## config.mk

```make
export PLATFORM = sky130hd
export DESIGN_NAME = usb_packet_arbiter_flat
export DESIGN_NICKNAME = d
export VERILOG_FILES = /design/src/rtl/usb_packet_arbiter_if.sv /design/src/rtl/usb_packet_arbiter.sv /design/src/flat_wrapper.sv
export SDC_FILE = /design/constraint.sdc
export NUM_CORES = 1
export LEC_CHECK = 0
export ABC_CLOCK_PERIOD_IN_PS = 10700
export CAP_MARGIN = 20
export CORE_UTILIZATION = 35
export CTS_BUF_LIST = sky130_fd_sc_hd__clkbuf_16
export DETAILED_ROUTE_END_ITERATION = 12
export HOLD_SLACK_MARGIN = 0.05
export PLACE_DENSITY = 0.59
export SYNTH_ARGS = -nofsm -noshare
export SYNTH_HDL_FRONTEND = slang
export SYNTH_SLANG_ARGS = --single-unit
```

## constraint.sdc

```tcl
create_clock -name mclk -period 10.7 [get_ports mclk]
set_clock_uncertainty 0.05 [all_clocks]
set_input_delay 1.605 -clock mclk [delete_from_list [all_inputs] [get_ports mclk]]
set_output_delay 1.605 -clock mclk [all_outputs]
set_load 0.03 [all_outputs]
```

## src/rtl/usb_packet_arbiter_if.sv

```systemverilog
// Packet bus between the trace/aux sources, the usb_packet_arbiter and usb_comm.
// The master modport is the arbiter's view; the slave modport is the surrounding logic.
interface usb_packet_arbiter_if;
    logic        trc_strobe;
    logic [1:0]  trc_type;
    logic [22:0] trc_payload;
    logic        aux_req;
    logic [1:0]  aux_type;
    logic [22:0] aux_payload;
    logic        aux_ack;
    logic        out_ready;
    logic        out_strobe;
    logic [1:0]  out_type;
    logic [22:0] out_payload;

    modport master (
        input  trc_strobe, trc_type, trc_payload,
        input  aux_req, aux_type, aux_payload,
        input  out_ready,
        output aux_ack, out_strobe, out_type, out_payload
    );

    modport slave (
        output trc_strobe, trc_type, trc_payload,
        output aux_req, aux_type, aux_payload,
        output out_ready,
        input  aux_ack, out_strobe, out_type, out_payload
    );
endinterface

```

## src/rtl/usb_packet_arbiter.sv

```systemverilog
// Shares the usb_comm packet port between a buffered, never-stalled trace stream and a req/ack aux source.
// Define OVERFLOW_MARKER_EN to insert a type-11 / 23'h7FFFFF gap marker after a trace overflow.
module usb_packet_arbiter #(
    parameter int DEPTH      = 16,
    parameter int AW         = 4,
    parameter int AUX_STARVE = 16
) (
    input  logic                 mclk,
    input  logic                 reset,
    usb_packet_arbiter_if.master bus,
    input  logic                 clear_stats,
    output logic [AW:0]          fifo_level,
    output logic [15:0]          drop_count
);

    localparam logic [0:0]    ST_RUN     = 1'b0;
    localparam logic [0:0]    ST_DROP    = 1'b1;
    localparam int            SW         = $clog2(AUX_STARVE + 1);
    localparam logic [SW-1:0] STARVE_LIM = SW'(AUX_STARVE);
    localparam logic [AW:0]   FULL_LVL   = (AW + 1)'(DEPTH);
    localparam logic [24:0]   MARKER     = {2'b11, 23'h7FFFFF};

    logic [24:0]   mem_r [DEPTH];
    logic [AW-1:0] wr_ptr_r;
    logic [AW-1:0] rd_ptr_r;
    logic [AW:0]   count_r;
    logic [0:0]    state_r;
    logic [SW-1:0] starve_r;
    logic [15:0]   drop_r;
    logic          out_strobe_r;
    logic          aux_ack_r;
    logic [24:0]   out_data_r;

    logic          empty_s;
    logic          full_s;
    logic          trc_want_s;
    logic          mark_want_s;
    logic          want_s;
    logic [24:0]   want_data_s;
    logic [24:0]   head_s;
    logic          aux_elig_s;
    logic          force_s;
    logic          pop_s;
    logic          aux_gnt_s;
    logic          push_s;
    logic          drop_s;
    logic          bypass_s;

    // Grant, enqueue and overflow decisions for the current cycle.
    always_comb begin
        empty_s = (count_r == '0);
        full_s  = (count_r == FULL_LVL);
`ifdef OVERFLOW_MARKER_EN
        trc_want_s  = bus.trc_strobe && (state_r == ST_RUN);
        mark_want_s = (state_r == ST_DROP) && !bus.trc_strobe && !full_s;
`else
        trc_want_s  = bus.trc_strobe;
        mark_want_s = 1'b0;
`endif
        want_s      = trc_want_s || mark_want_s;
        want_data_s = mark_want_s ? MARKER : {bus.trc_type, bus.trc_payload};
        // An empty FIFO forwards the packet arriving this cycle so it can leave on the next one.
        head_s      = empty_s ? want_data_s : mem_r[rd_ptr_r];
        // The ack cycle still sees aux_req high, so the just-issued request is masked.
        aux_elig_s  = bus.aux_req && !aux_ack_r;
        force_s     = aux_elig_s && (starve_r == STARVE_LIM);
        pop_s       = bus.out_ready && (!empty_s || want_s) && !force_s;
        aux_gnt_s   = bus.out_ready && aux_elig_s && (force_s || (empty_s && !want_s));
        push_s      = want_s && (!full_s || pop_s);
        drop_s      = bus.trc_strobe && !(trc_want_s && push_s);
        bypass_s    = pop_s && empty_s;
    end

    // Trace FIFO storage; bypassed packets are never written.
    always_ff @(posedge mclk) begin
        if (push_s && !bypass_s) begin
            mem_r[wr_ptr_r] <= want_data_s;
        end
    end

    // Pointers, occupancy, overflow state, starvation guard, statistics and the output register.
    always_ff @(posedge mclk or posedge reset) begin
        if (reset) begin
            wr_ptr_r     <= '0;
            rd_ptr_r     <= '0;
            count_r      <= '0;
            state_r      <= ST_RUN;
            starve_r     <= '0;
            drop_r       <= 16'h0000;
            out_strobe_r <= 1'b0;
            aux_ack_r    <= 1'b0;
            out_data_r   <= 25'd0;
        end else begin
            if (push_s && !bypass_s) begin
                wr_ptr_r <= wr_ptr_r + AW'(1);
            end
            if (pop_s && !bypass_s) begin
                rd_ptr_r <= rd_ptr_r + AW'(1);
            end
            case ({push_s, pop_s})
                2'b10:   count_r <= count_r + (AW + 1)'(1);
                2'b01:   count_r <= count_r - (AW + 1)'(1);
                default: count_r <= count_r;
            endcase

            case (state_r)
                ST_RUN: begin
                    if (drop_s) state_r <= ST_DROP;
                end
                ST_DROP: begin
`ifdef OVERFLOW_MARKER_EN
                    if (mark_want_s && push_s) state_r <= ST_RUN;
`else
                    if (bus.trc_strobe && push_s) state_r <= ST_RUN;
`endif
                end
                default: state_r <= ST_RUN;
            endcase

            if (!aux_elig_s || aux_gnt_s) begin
                starve_r <= '0;
            end else if (pop_s && (starve_r != STARVE_LIM)) begin
                starve_r <= starve_r + SW'(1);
            end

            if (clear_stats) begin
                drop_r <= drop_s ? 16'h0001 : 16'h0000;
            end else if (drop_s && (drop_r != 16'hFFFF)) begin
                drop_r <= drop_r + 16'h0001;
            end

            out_strobe_r <= pop_s || aux_gnt_s;
            aux_ack_r    <= aux_gnt_s;
            if (pop_s) begin
                out_data_r <= head_s;
            end else if (aux_gnt_s) begin
                out_data_r <= {bus.aux_type, bus.aux_payload};
            end
        end
    end

    assign bus.out_strobe  = out_strobe_r;
    assign bus.aux_ack     = aux_ack_r;
    assign bus.out_type    = out_data_r[24:23];
    assign bus.out_payload = out_data_r[22:0];
    assign fifo_level      = count_r;
    assign drop_count      = drop_r;

endmodule

```

## src/flat_wrapper.sv

```systemverilog
// flat-port wrapper written by rule: the top's interface ports become plain ports
module usb_packet_arbiter_flat 
#(
    parameter int DEPTH      = 16,
    parameter int AW         = 4,
    parameter int AUX_STARVE = 16
)
  (mclk, reset, clear_stats, fifo_level, drop_count, bus_trc_strobe, bus_trc_type, bus_trc_payload, bus_aux_req, bus_aux_type, bus_aux_payload, bus_out_ready, bus_aux_ack, bus_out_strobe, bus_out_type, bus_out_payload);
  usb_packet_arbiter_if bus_i ();
  input  logic mclk;
  input  logic reset;
  input  logic clear_stats;
  output logic [AW:0] fifo_level;
  output logic [15:0] drop_count;
  input wire logic [$bits(bus_i.trc_strobe)-1:0] bus_trc_strobe;
  input wire logic [$bits(bus_i.trc_type)-1:0] bus_trc_type;
  input wire logic [$bits(bus_i.trc_payload)-1:0] bus_trc_payload;
  input wire logic [$bits(bus_i.aux_req)-1:0] bus_aux_req;
  input wire logic [$bits(bus_i.aux_type)-1:0] bus_aux_type;
  input wire logic [$bits(bus_i.aux_payload)-1:0] bus_aux_payload;
  input wire logic [$bits(bus_i.out_ready)-1:0] bus_out_ready;
  output wire logic [$bits(bus_i.aux_ack)-1:0] bus_aux_ack;
  output wire logic [$bits(bus_i.out_strobe)-1:0] bus_out_strobe;
  output wire logic [$bits(bus_i.out_type)-1:0] bus_out_type;
  output wire logic [$bits(bus_i.out_payload)-1:0] bus_out_payload;
  assign bus_i.trc_strobe = bus_trc_strobe;
  assign bus_i.trc_type = bus_trc_type;
  assign bus_i.trc_payload = bus_trc_payload;
  assign bus_i.aux_req = bus_aux_req;
  assign bus_i.aux_type = bus_aux_type;
  assign bus_i.aux_payload = bus_aux_payload;
  assign bus_i.out_ready = bus_out_ready;
  assign bus_aux_ack = bus_i.aux_ack;
  assign bus_out_strobe = bus_i.out_strobe;
  assign bus_out_type = bus_i.out_type;
  assign bus_out_payload = bus_i.out_payload;
  usb_packet_arbiter #(.DEPTH(DEPTH), .AW(AW), .AUX_STARVE(AUX_STARVE)) u_core (.mclk(mclk), .reset(reset), .bus(bus_i), .clear_stats(clear_stats), .fifo_level(fifo_level), .drop_count(drop_count));
endmodule
```

==> impl_metrics.env <==
export IMPL_status="completed"
export IMPL_start_kind="input pin"
export IMPL_cts_tree="yes"
export IMPL_fin_setup_tns_ns=0
export IMPL_drt_wl_total_um=41900
export IMPL_finalSetupViolations=0
export IMPL_clk_latency_ns=0.57
export IMPL_post_place_ws_ns=6.08
export IMPL_wl_per_cell_um=23.1
export IMPL_postCtsSetupBuffers=0
export IMPL_ys_ff_latch=461
export IMPL_clk_pin_slew_worst_paths_ns=0.06
export IMPL_overflow=0
export IMPL_tightest_slew_ns=1.00
export IMPL_period_minus_slack_ns=4.04
export IMPL_min_path_cells=2
export IMPL_port_buffer_count=103
export IMPL_cp_arrival_ns=4.17
export IMPL_synth_nets=1037
export IMPL_gp_congestion=0.748
export IMPL_whs_endpoint="u_core.out_data_r[22]"
export IMPL_nets=1163
export IMPL_grt_pass1_vias=10065
export IMPL_crit_required_ns=10.84
export IMPL_core_area_um2=51800
export IMPL_max_freq_mhz=248
export IMPL_dpl_hpwl_um=24300
export IMPL_synth_top_flop_cell="edfxtp_1"
export IMPL_die_w_um=232
export IMPL_cts_hold_buffers=0
export IMPL_fin_ws_ns=6.66
export IMPL_io_pins=104
export IMPL_synth_edf_count=400
export IMPL_dieArea_um2=53800
export IMPL_cts_htree_levels=2
export IMPL_r2r_cells=7
export IMPL_antenna_found_initial=1
export IMPL_start_util=0.357
export IMPL_grt_usage=0.160
export IMPL_ys_warn_count=0
export IMPL_syn_area_per_cell_um2=19.1
export IMPL_synthDistinctLibCells=57
export IMPL_cap_viol_max_count=0
export IMPL_drive_gt1_frac=0.191
export IMPL_slew_viol_final=0
export IMPL_power_mw=5.47
export IMPL_die_y_um=232
export IMPL_grt_pass1_wl_um=63900
export IMPL_hold_class="reg -> reg"
export IMPL_cts_resized_gates=0
export IMPL_finalHoldViolCount=0
export IMPL_async_reset_ff_frac=0.132
export IMPL_power_leakage_nw=7.26
export IMPL_syn_area_um2=18500
export IMPL_root_buffer="clkbuf_16"
export IMPL_synthCells=969
export IMPL_cts_sinks=461
export IMPL_yosysSeqAreaShare=0.731
export IMPL_period_share=0.377
export IMPL_grt_start_max_net_pins=59
export IMPL_clock_path_buffers=3
export IMPL_utilization=0.423
export IMPL_row_count=83
export IMPL_fin_hold_ws_ns=0.436
export IMPL_crit_type="in -> reg"
export IMPL_viasPerCell=5.26
export IMPL_drtIter0Drc=849
export IMPL_rsz0062_at_grt="no"
export IMPL_r2r_start="u_core.starve_r[0]"
export IMPL_drt_first_pass_iters=5
export IMPL_ant_nets=0
export IMPL_n_antenna_cell=0
export IMPL_drc=0
export IMPL_synthToLayoutAreaGrowth_pct=18.3
export IMPL_slew_headroom=0.333
export IMPL_num_vias=9538
export IMPL_p_per_area_nw_per_um2=250
export IMPL_min_delay_start="u_core.out_data_r[22]"
export IMPL_r2r_end="u_core.mem_r[9][17]"
export IMPL_worstPathMaxFanout=25
export IMPL_fillers=4536
export IMPL_end_kind="flop"
export IMPL_r2r_slack_ns=7.42
export IMPL_ir_drop_mv=0.111
export IMPL_cts_made_buffers=49
per-layer routing:
metal | track usage | wire, um | up-vias
met4 | 0.0364 | 733 | 2
met5 | 0 | 13 | -
li1 | - | - | 4230
met3 | 0.0313 | 2030 | 59
met1 | 0.211 | 18000 | 5010
met2 | 0.271 | 21200 | 237
flip-flops by register name, indices dropped and copies added (netlist names):
register               count
u_core.bus.aux_ack         1
u_core.bus.out_strobe      1
u_core.drop_count         16
u_core.fifo_level          5
u_core.mem_r             400
u_core.out_data_r         25
u_core.rd_ptr_r            4
u_core.starve_r            5
u_core.wr_ptr_r            4
power breakdown:
group,internal [mW],leakage [nW],switching (mW)
clock,0.860,0.789,0.683
combinational,0.733,2.10,0.868
sequential,2.19,4.37,0.132
total,3.78,7.26,1.68
cell usage in the layout, fill, tap and decap left out, types with 8 or more instances in the layout:
cell type,synthesis,layout
ha_1,11,11
clkdlybuf4s50_1,0,103
nand4_1,9,9
nor2_1,20,16
a22oi_1,26,26
nand2_1,39,39
mux2i_1,35,35
nand3_1,8,8
o21ai_0,10,10
clkbuf_16,0,51
o221ai_1,24,23
a221oi_1,22,22
mux4_2,100,100
a21oi_1,15,15
xnor2_1,12,12
clkinv_1,1,10
and2_1,9,9
inv_1,37,52
buf_4,0,24
dfrtp_1,61,58
clkinv_2,0,13
edfxtp_1,400,400
cells in the mapped netlist, drive strengths merged, types with 2 or more instances:
cell	n	area, um^2
edfxtp	400	12000
mux4	100	2250
dfrtp	61	1530
nand2	39	146
inv	37	139
mux2i	35	350
buf	29	143
a22oi	26	195
o221ai	24	210
clkbuf	23	86.3
a221oi	22	193
nor2	20	75.1
a21oi	15	75.1
o21ai	12	63.8
xnor2	12	105
ha	11	138
and2	9	56.3
nand3	9	50.1
nand4	9	56.3
o21a	7	52.6
or3	7	43.8
nor4	6	52.6
nor2b	5	31.3
or4	5	41.3
and3	4	25.0
mux2	4	45.0
o2111ai	4	52.6
o211ai	4	30.0
xor2	4	35.0
a21o	2	15.0
a221o	2	20.0
a31oi	2	12.5
nand3b	2	15.0
o22a	2	17.5
o31ai	2	15.0
or2	2	12.5
logic make-up after synthesis:
group / count (synthesis) / share of synthesized area
AO/OA/AOI/OAI: 129 / 0.0542
multiplexers: 139 / 0.143
flip-flops: 461 / 0.731
adder cells (fa/ha/maj): 12 / 0.00851
buffers and inverters: 90 / 0.0201
XOR/XNOR: 16 / 0.00757
AND/OR/NAND/NOR: 122 / 0.0355
area by class of cell:
cell class / instances / area (um^2) / share of cell area
clock buffers: 51 / 1280 / 0.0583
clock inverters: 40 / 183 / 0.00834
inverters: 38 / 144 / 0.00657
multi-input cells: 418 / 4690 / 0.214
flip-flops and latches: 461 / 13500 / 0.618
well taps: 680 / 851 / 0.0389
repair buffers: 127 / 1210 / 0.0553
worst max path at each step:
stage | start | endpoint | cells after the start
5_1_grt | bus_out_ready | u_core.mem_r[9][22] | 6
2_1_floorplan | bus_aux_req | u_core.mem_r[0][0] | 5
3_3_place_gp | bus_out_ready | u_core.mem_r[10][14] | 6
3_5_place_dp | bus_out_ready | u_core.mem_r[9][19] | 6
6_report | bus_out_ready | u_core.mem_r[9][17] | 6
4_1_cts | bus_out_ready | u_core.mem_r[11][22] | 6
worst max-delay path, cell delays in order:
cell,delay [ns]
clkdlybuf4s50_1,0.70
inv_1,0.12
a31oi_1,0.21
and3_1,0.35
nand3b_1,0.35
nor2_4,0.82
metrics by stage:
stage               cells  area (um^2)
detailed placement   1724        20400
global route         1815        21900
finish               1815        21900
floorplan             969        18500
global placement     1724        20400
CTS                  1815        21900
No activity file was read; power rests on OpenSTA's default activity.
==> edit, RTL diff (same flow settings) <==
One comparison of `count_r` changes from == to >=.
--- a/src/rtl/usb_packet_arbiter.sv
+++ b/src/rtl/usb_packet_arbiter.sv
@@ -49,7 +49,7 @@
     // Grant, enqueue and overflow decisions for the current cycle.
     always_comb begin
         empty_s = (count_r == '0);
-        full_s  = (count_r == FULL_LVL);
+        full_s  = (count_r >= FULL_LVL);
 `ifdef OVERFLOW_MARKER_EN
         trc_want_s  = bus.trc_strobe && (state_r == ST_RUN);
         mark_want_s = (state_r == ST_DROP) && !bus.trc_strobe && !full_s;
Check against the original RTL: no difference found for any inputs over 4 cycles, from zero or initial values and one cycle with reset high; that may be too few to reach the edited logic, so the function may still have changed.
==> edit against the unedited design <==
  * Worst setup slack worse by 0.62 ns
  * Total power down 3.2%
  * Cell area down 0.31%
  * Global-route usage up 0.27 points
  * Utilization about the same
  * Wire length up 1.6%
  * Area after synthesis down 0.40%
  * Sequential cell count unchanged
==> edit: results <==
export IMPL_synth_nets=1017
export IMPL_hold_path_startpoint="u_core.out_data_r[8]$_DFFE_PP0P_"
export IMPL_critPathArrivalTime_ns=4.79
export IMPL_cts_max_path_buffers=3
export IMPL_place_area_um2=20340
export IMPL_ir_drop_mv=0.1165
export IMPL_numCtsBuffers=46
export IMPL_power_combinational_uw=1480
export IMPL_placedCellCount=1697
export IMPL_worstPathMaxFanout=25
export IMPL_p_sw_frac=0.2984
export IMPL_via_per_inst=5.322
export IMPL_status="finished clean"
export IMPL_place_worst_setup_slack_ns=5.459
export IMPL_grt_pass1_vias=9762
export IMPL_cp_top_family="simple AND/OR/NAND/NOR gates"
export IMPL_pg_seq_uw=2290
export IMPL_htree_levels=2
export IMPL_filler_cell_count=4553
export IMPL_power_leakage_uw=0.007018
export IMPL_instances_no_fill=1782
export IMPL_grt_max_degree=62
export IMPL_largest_register_ffs=400
export IMPL_drt_iter0_drc=877
export IMPL_syn_avg_cell_area_um2=19.43
export IMPL_synthTopCellsByArea="edfxtp_1 65%, mux4_2 15%, dfrtp_1 8.3%, o21ai_0 1.0%, nand2_1 0.92%"
export IMPL_synthDistinctLibCells=52
export IMPL_hold_depth=1
export IMPL_dp_hpwl_um=24430
export IMPL_grt_pass1_wl_um=63820
export IMPL_worstHoldEndpoint="u_core.out_data_r[8]$_DFFE_PP0P_"
export IMPL_worst_path_max_delay_cell="nor2_4"
export IMPL_max_stage_delay_ns=0.94
export IMPL_layout_drive_gt1_share=0.2169
export IMPL_drt_pre_antenna_iters=7
export IMPL_wl_per_cell_um=23.91
export IMPL_max_freq_ghz=0.2146
export IMPL_crit_path_end="u_core.mem_r[7][5]$_DFFE_PP_"
export IMPL_grt_total_usage=0.1623
export IMPL_regToRegSetupSlack_ns=7.10
export IMPL_whs_ns=0.5006
export IMPL_r2r_start="u_core.bus.aux_ack$_DFF_PP0_"
export IMPL_seqPwrFrac=0.433
export IMPL_worst_pin_slew_ns=1.079
export IMPL_yosys_top_cells_count="400 x edfxtp_1, 119 x mux4_2, 61 x dfrtp_1, 45 x nand2_1, 42 x nor2_1"
export IMPL_rr_worst_depth=5
export IMPL_cp_startpoint="bus_out_ready"
export IMPL_seq_area_um2=13550
export IMPL_place_congestion=0.7431
export IMPL_clk_latency_ns=0.58
export IMPL_ys_seq_area_frac=0.7341
export IMPL_final_nets=1136
==> edit: kinds of logic (layout without fill, tap and decap cells) <==
group | count (synthesis) | count (layout) | synth area share
AND/OR/NAND/NOR | 159 | 159 | 0.04383
multiplexers | 135 | 135 | 0.1546
buffers and inverters | 65 | 218 | 0.01493
flip-flops | 461 | 461 | 0.7341
XOR/XNOR | 9 | 9 | 0.004275
AO/OA/AOI/OAI | 108 | 108 | 0.03976
adder cells (fa/ha/maj) | 12 | 12 | 0.008549
==> edit: cell type report <==
class / count / share of cell area
Inverter: 15 / 0.002579
Timing Repair Buffer: 121 / 0.05617
Multi-Input combinational cell: 423 / 0.2172
Sequential cell: 461 / 0.6207
Tap cell: 680 / 0.03898
Clock inverter: 35 / 0.01049
Clock buffer: 47 / 0.05388
==> edit: metal layers <==
layer	up-vias	track usage	wire, um
met5	-	0	13
met4	2	0.03865	548
met3	45	0.03002	2460
met2	274	0.2586	20440
met1	5025	0.2305	19150
li1	4137	-	-
